==> src/rtl/gate_activation.sv <==
// gate_activation: two-stage streaming hard-sigmoid / hard-tanh stage that sits
// after the multiply-add unit, with valid/ready on both sides and a per-vector
// out_last marker.
//
// Ports:
//   clk, rst             clock, asynchronous active-high reset
//   in_data/in_func      signed Q(DATA_WIDTH-FRACT_WIDTH).FRACT_WIDTH value and
//                        function select (0 = hard-sigmoid, 1 = hard-tanh)
//   in_valid/in_ready    input handshake
//   out_data/out_valid   activated value and its valid
//   out_ready            downstream accept
//   out_last             marks the VEC_LEN-th output of each gate vector
//   sat_cnt              saturating count of clamped outputs
//
// Optional feature: define ACT_SAT_COUNT_EN to build the clamp counter;
// otherwise sat_cnt is tied to zero.
module gate_activation #(
    parameter int unsigned DATA_WIDTH  = 16,
    parameter int unsigned FRACT_WIDTH = 8,
    parameter int unsigned VEC_LEN     = 16
) (
    input  logic                  clk,
    input  logic                  rst,
    input  logic [DATA_WIDTH-1:0] in_data,
    input  logic                  in_func,
    input  logic                  in_valid,
    output logic                  in_ready,
    output logic [DATA_WIDTH-1:0] out_data,
    output logic                  out_valid,
    input  logic                  out_ready,
    output logic                  out_last,
    output logic [15:0]           sat_cnt
);

    localparam int unsigned CNT_W  = (VEC_LEN > 1) ? $clog2(VEC_LEN) : 1;
    localparam int          ONE_I  = 1 << FRACT_WIDTH;
    localparam int          HALF_I = (FRACT_WIDTH > 0) ? (1 << (FRACT_WIDTH - 1)) : 0;

    localparam logic signed [DATA_WIDTH:0] ONE  = (DATA_WIDTH+1)'(ONE_I);
    localparam logic signed [DATA_WIDTH:0] HALF = (DATA_WIDTH+1)'(HALF_I);
    localparam logic [CNT_W-1:0]           LAST = CNT_W'(VEC_LEN - 1);

    logic                         s1_valid;
    logic                         s1_func;
    logic signed [DATA_WIDTH:0]   s1_val;
    logic signed [DATA_WIDTH:0]   in_ext;
    logic signed [DATA_WIDTH:0]   s1_next;
    logic signed [DATA_WIDTH:0]   lo;
    logic [DATA_WIDTH-1:0]        s2_next;
    logic [CNT_W-1:0]             cnt;
    logic                         s1_load;
    logic                         s2_load;
    logic                         out_fire;

    // Pipeline advance conditions; a stage loads when empty or draining.
    assign s2_load  = !s2_busy();
    assign s1_load  = !s1_valid || s2_load;
    assign in_ready = s1_load;
    assign out_fire = out_valid && out_ready;
    assign out_last = out_valid && (cnt == LAST);

    function automatic logic s2_busy();
        return out_valid && !out_ready;
    endfunction

    // Stage 1: hard-sigmoid pre-scale (floor(x/4) + 0.5) or pass-through for tanh.
    always_comb begin
        in_ext = {in_data[DATA_WIDTH-1], in_data};
        if (in_func) begin
            s1_next = in_ext;
        end else begin
            s1_next = (in_ext >>> 2) + HALF;
        end
    end

    // Stage 2: clamp to [0, ONE] (sigmoid) or [-ONE, ONE] (tanh); result fits DATA_WIDTH.
    always_comb begin
        if (s1_func) begin
            lo = -ONE;
        end else begin
            lo = '0;
        end
        if (s1_val > ONE) begin
            s2_next = DATA_WIDTH'(ONE);
        end else if (s1_val < lo) begin
            s2_next = DATA_WIDTH'(lo);
        end else begin
            s2_next = DATA_WIDTH'(s1_val);
        end
    end

    // Pipeline registers and output-transfer vector counter.
    always_ff @(posedge clk or posedge rst) begin
        if (rst) begin
            s1_valid  <= 1'b0;
            s1_func   <= 1'b0;
            s1_val    <= '0;
            out_valid <= 1'b0;
            out_data  <= '0;
            cnt       <= '0;
        end else begin
            if (s1_load) begin
                s1_valid <= in_valid;
                if (in_valid) begin
                    s1_val  <= s1_next;
                    s1_func <= in_func;
                end
            end
            if (s2_load) begin
                out_valid <= s1_valid;
                if (s1_valid) begin
                    out_data <= s2_next;
                end
            end
            if (out_fire) begin
                cnt <= (cnt == LAST) ? '0 : cnt + CNT_W'(1);
            end
        end
    end

`ifdef ACT_SAT_COUNT_EN
    logic s2_clamp;
    logic sat_flag;

    // Boundary values are in range, so only strict overshoot counts as clamped.
    assign s2_clamp = (s1_val > ONE) || (s1_val < lo);

    // Clamp flag travels with out_data; counter saturates instead of wrapping.
    always_ff @(posedge clk or posedge rst) begin
        if (rst) begin
            sat_flag <= 1'b0;
            sat_cnt  <= 16'h0000;
        end else begin
            if (s2_load && s1_valid) begin
                sat_flag <= s2_clamp;
            end
            if (out_fire && sat_flag && (sat_cnt != 16'hFFFF)) begin
                sat_cnt <= sat_cnt + 16'd1;
            end
        end
    end
`else
    assign sat_cnt = 16'h0000;
`endif

endmodule

==> config.mk <==
export PLATFORM = sky130hd
export DESIGN_NAME = gate_activation
export DESIGN_NICKNAME = d
export VERILOG_FILES = /design/src/rtl/gate_activation.sv
export SDC_FILE = /design/constraint.sdc
export NUM_CORES = 1
export LEC_CHECK = 0
export ABC_AREA = 0
export CAP_MARGIN = 20
export CORE_MARGIN = 2
export CORE_UTILIZATION = 50
export CTS_CLUSTER_DIAMETER = 30
export DETAILED_ROUTE_END_ITERATION = 16
export PLACE_DENSITY = 0.82
export SYNTH_ARGS = -nofsm -noshare
export SYNTH_HDL_FRONTEND = slang
export SYNTH_SLANG_ARGS = --single-unit
==> constraint.sdc <==
create_clock -name clk -period 4.2 [get_ports clk]
set_input_delay 1.05 -clock clk [delete_from_list [all_inputs] [get_ports clk]]
set_output_delay 1.05 -clock clk [all_outputs]
set_load 0.01 [all_outputs]
==> impl_metrics.yaml, run 1 <==
critical_path:
  path_class: "input pin to output pin"
  cp_max_fo: 5
  crit_required_ps: 3150
  worstSetupStartpointType: "input pin"
  worstSetupEndpointType: "output pin"
  critPathArrivalTime_ps: 2310
detailed_routing:
  antenna_left: 0
  drtPass1Iterations: 4
  drtIter0Drc: 74
  drc: 0
  wl_per_cell_um: 13.0
  wl_um: 3890
  viasPerCell: 5.43
  vias: 1629
power_and_ir_drop:
  internal-power_mw: 0.757
  power.density_nw_per_um2: 432
  pwr-share-seq_pct: 46.4
  power_frac_comb_pct: 31.8
  power.switching_mw: 0.368
  netSwitchingFraction_pct: 32.7
  p_leak_nw: 1.18
  p_total_mw: 1.12
  ir_worst_vdd_mv: 0.161
  p_clk_share_pct: 21.8
timing:
  setup_viol: 0
  tns_ps: 0
  finalHoldViolCount: 0
  finalHoldWorstSlack_ps: 482
  relSlewSlack_pct: 37.4
  slew_viol_final: 0
  fin_crit_sh_pct: 80.0
  fin_worst_skew_ps: 7.48
  fin_ws_ps: 839
  fmaxAchievable_mhz: 298
  worst_pin_slew_ps: 937
  grt_setup_unrepaired: "false"
  min_period_ps: 3360
logic_synthesis:
  netlist_instances: 210
  synth_area_um2: 2150
  synthFlopType: "dfrtp_1"
  synth.avg_cell_area_um2: 10.2
  synth.distinct_cells: 47
  async_flop_share_pct: 100
  ys_warn_count: 0
  ys_seq_area_share_pct: 45.4
  ys_ff_latch: 39
  synth_edf_count: 0
global_route:
  antenna_found_initial: 0
  grt_max_degree: 40
  grt_usage_pct: 17.5
  grt-ovfl-total: 0
  grt_pass1_vias: 1466
  grt_pass1_wl_um: 6780
place:
  gp_congestion: 0.862
  placed_cells: 292
  pre_cts_slack_ps: 846
  dp_hpwl_um: 3000
  dpl_cell_area_um2: 2510
  port_buffers: 39
clock_network:
  clk_latency_ps: 300
  cts_resized: 0
  cts_hold_buf: 0
  post-cts-setup-buffers: 0
  cts_tree: "yes"
  clockBufferDepth: 2
  cts_max_level: 2
  numCtsBuffers: 5
  cts_root_buf: "clkbuf_8"
  clock-sinks: 39
  path_clk_slew_ps: 70
floorplanning:
  die-height_um: 69.6
  core.rowCount: 23
  dieWidth_um: 69.6
  dieArea_um2: 4840
  core_area_um2: 4060
  start_util_pct: 53.0
  num_io_pins: 56
cells_and_area:
  layout_common_cells: "dfrtp_1 (39), clkdlybuf4s50_1 (39), nand2_1 (26)"
  layout-drive-gt1-share_pct: 6.00
  area_delta_synth_final_pct: 21.0
  design_area_um2: 2600
  stdcell_count: 300
  fin_util_pct: 64.1
  diodes: 0
  final_nets: 279
outcome:
  status: "completed"
min_path:
  hp-class: "flop to flop"
job:
  cap_violations: 0
[cell usage after synthesis, types with 3 or more instances]
library cell	n	area share (%)
buf_4	16	5.6
a21o_1	3	1.0
ha_1	9	5.2
nor2_1	4	0.70
nand2_1	26	4.5
inv_1	5	0.87
a221o_1	6	2.8
mux2i_1	9	4.2
nand3_1	4	0.93
o21ai_0	19	4.4
dfrtp_1	39	45
a22o_1	9	3.7
a21oi_1	9	2.1
xnor2_1	3	1.2
clkbuf_1	4	0.70
nand2b_1	5	1.5
[path summary, 6_finish.rpt]
check / end / cells past startpoint / slack [ps] / start
worst max-delay path: in_ready / 3 / 840 / out_ready
worst min-delay path: out_data[15] / 2 / 480 / out_data[15]
worst max register to register: out_data[10] / 6 / 1770 / s1_func
worst min register to register: out_data[15] / 2 / 480 / out_data[15]
max in group asynchronous: s1_val[14] / 3 / 2710 / rst
min in group asynchronous: cnt[1] / 3 / 1160 / rst
[flip-flops by register name, summed over array words and instances (netlist names)]
signal     cells
s1_val        16
out_data      16
out_valid      1
s1_func        1
s1_valid       1
cnt            4
[critical path, cell delays in order]
cell and delay [ps]:
clkdlybuf4s50_1 530, nand3b_1 180, clkdlybuf4s50_1 550
[power by group through the flow]
stage | Clock, mW | Combinational, mW | Sequential, mW
3_5_place_dp | 0 | 0.360 | 0.530
6_report | 0.245 | 0.357 | 0.522
5_1_grt | 0.264 | 0.397 | 0.536
2_1_floorplan | 0 | 0.223 | 0.529
3_3_place_gp | 0 | 0.348 | 0.525
4_1_cts | 0.253 | 0.361 | 0.522
[cells by family (layout without fill, tap and decap cells)]
kind of cell	Yosys count	after routing	synth area share, %
multiplexers	11	11	5.24
AND/OR/NAND/NOR	54	54	12.7
other	1	16	0.174
AO/OA/AOI/OAI	65	65	22.0
XOR/XNOR	3	3	1.22
adder cells (fa/ha/maj)	9	9	5.24
flip-flops	39	39	45.4
buffers and inverters	28	53	8.03
[area by class of cell]
| type | instances | area (um2) |
|---|---|---|
| clock buffer | 5 | 68.8 |
| timing repair buffer | 40 | 398 |
| clock inverter | 3 | 20.0 |
| multi-input combinational | 158 | 1060 |
| fill | 359 | 1460 |
| tap | 50 | 62.6 |
| sequential | 39 | 976 |
| inverter | 5 | 18.8 |
[routing by layer]
metal	vias up	track usage, %	wire (um)
met3	2	4.94	255
li1	826	-	-
met1	744	24.2	1840
met4	0	6.75	28
met2	57	26.1	1770
met5	-	0	0
(Power assumes the default switching activity.)
==> run 2, diff against run 1 <==
--- a/config.mk
+++ b/config.mk
@@ -8,10 +8,10 @@
 export ABC_AREA = 0
 export CAP_MARGIN = 20
 export CORE_MARGIN = 2
-export CORE_UTILIZATION = 50
+export CORE_UTILIZATION = 44
 export CTS_CLUSTER_DIAMETER = 30
 export DETAILED_ROUTE_END_ITERATION = 16
-export PLACE_DENSITY = 0.82
+export PLACE_DENSITY = 0.76
 export SYNTH_ARGS = -nofsm -noshare
 export SYNTH_HDL_FRONTEND = slang
 export SYNTH_SLANG_ARGS = --single-unit
==> constraint.sdc (replaced) <==
create_clock -name clk -period 2.73 [get_ports clk]
set_input_delay 0.6825 -clock clk [delete_from_list [all_inputs] [get_ports clk]]
set_output_delay 0.6825 -clock clk [all_outputs]
set_load 0.01 [all_outputs]
==> impl_metrics.yaml, run 2 (synthesized netlist as in run 1, its figures left out) <==
cells_and_area:
  stdcell_count: 323
  layout_common_cells: "dfrtp_1 (39), clkdlybuf4s50_1 (39), nand2_1 (26)"
  area_delta_synth_final_pct: 25.4
  diodes: 0
  nFillCells: 430
  fin_util_pct: 57.1
  layout-drive-gt1-share_pct: 8.20
  top_regs: "out_data (16), s1_val (16), cnt (4)"
  final_nets: 285
place:
  placed_cells: 315
  dp_hpwl_um: 3140
  gp_congestion: 0.826
  port_buffers: 39
floorplanning:
  start_util_pct: 45.5
  core.rowCount: 25
  dieArea_um2: 5460
  dieWidth_um: 73.9
  num_io_pins: 56
  core_area_um2: 4720
  die-height_um: 73.9
global_route:
  antenna_found_initial: 0
  grt_pass1_vias: 1479
  grt_pass1_wl_um: 6730
  grt-ovfl-total: 0
  grt_usage_pct: 16.0
  grt_max_degree: 40
detailed_routing:
  wl_um: 4040
  drtIter0Drc: 81
  antenna_left: 0
  wl_per_cell_um: 12.5
  drtPass1Iterations: 4
  viasPerCell: 5.04
  drc: 0
  vias: 1629
clock_network:
  clock-sinks: 39
  clk_latency_ps: 290
  cts_max_level: 2
  cts_tree: "yes"
  post-cts-setup-buffers: 0
  cts_root_buf: "clkbuf_8"
  numCtsBuffers: 5
  cts_hold_buf: 0
  cts_resized: 0
  clockBufferDepth: 2
  path_clk_slew_ps: 70
critical_path:
  crit_chain: "clkdlybuf4s50_1 > nand3b_1 > clkdlybuf4s50_1"
  slowest_delay_ps: 550
  worstSetupEndpointType: "output pin"
  critPathMostFrequentCell: "clkdlybuf4s50_1"
  path_class: "input pin to output pin"
  r2r_start: "s1_func"
  path_buf_inv: 2
  crit_family: "buffers and inverters"
  critPathArrivalTime_ps: 1860
  crit_required_ps: 2050
  slowest_stage: "clkdlybuf4s50_1"
  cp_max_fo: 3
  worstSetupStartpointType: "input pin"
  crit_path_start: "out_ready"
power_and_ir_drop:
  p_leak_nw: 1.23
  ir_worst_vdd_mv: 0.224
  power.density_nw_per_um2: 688
  p_total_mw: 1.86
timing:
  min_period_ps: 2550
  fin_crit_sh_pct: 93.3
  setup_viol: 0
  fmaxAchievable_mhz: 393
  grt_setup_unrepaired: "false"
  fin_worst_skew_ps: 9.65
  slew_viol_final: 0
  finalHoldViolCount: 0
  tns_ps: 0
outcome:
  status: "completed"
job:
  cap_violations: 0
min_path:
  min_from: "out_data[15]"
  hp-class: "flop to flop"
==> run 2: report_power, final <==
| group | internal (mW) | leakage, nW | switching (mW) |
|---|---|---|---|
| Combinational | 0.299 | 0.677 | 0.267 |
| Clock | 0.295 | 0.0612 | 0.192 |
| Sequential | 0.698 | 0.491 | 0.104 |
==> run 2: per-layer routing <==
| layer | global-route usage [%] | vias up | part of all wire (%) |
|---|---|---|---|
| li1 | - | 828 | - |
| met1 | 22.1 | 750 | 49 |
| met2 | 25.1 | 46 | 46 |
| met3 | 3.29 | 5 | 4.1 |
| met4 | 5.45 | 0 | 1.3 |
| met5 | 0 | - | 0 |
==> run 2: layout make-up <==
cell class | instances | area, um2 | share of cell area [%]
Clock buffer | 6 | 82.6 | 3.06
Clock inverter | 2 | 35.0 | 1.30
Inverter | 5 | 18.8 | 0.696
Multi-Input combinational cell | 158 | 1060 | 39.2
Sequential cell | 39 | 976 | 36.2
Tap cell | 67 | 83.8 | 3.11
Timing Repair Buffer | 46 | 443 | 16.4
==> run 2: path summary, 6_finish.rpt <==
check,endpoint,slack (ps),depth (start not counted)
min in group asynchronous,out_data[1],800,3
worst max-delay path,in_ready,180,3
worst min register to register,out_data[15],490,2
worst min-delay path,out_data[15],490,2
max in group asynchronous,out_data[14],1590,3
worst max register to register,out_data[11],300,7
==> run 2: worst min-delay path: cells and delay by family (launching register included) <==
family           cells  cell delay, ps
flip-flops           1             350
AND/OR/NAND/NOR      2             110
==> run 2: through the flow <==
step                cell area (um2)  setup slack, ps  hold slack (ps)
finish                         2700              184              489
global route                   2700              121              523
CTS                            2700              180              496
detailed placement             2580              186              481
global placement               2580              215              469
floorplan                      2210              649              459
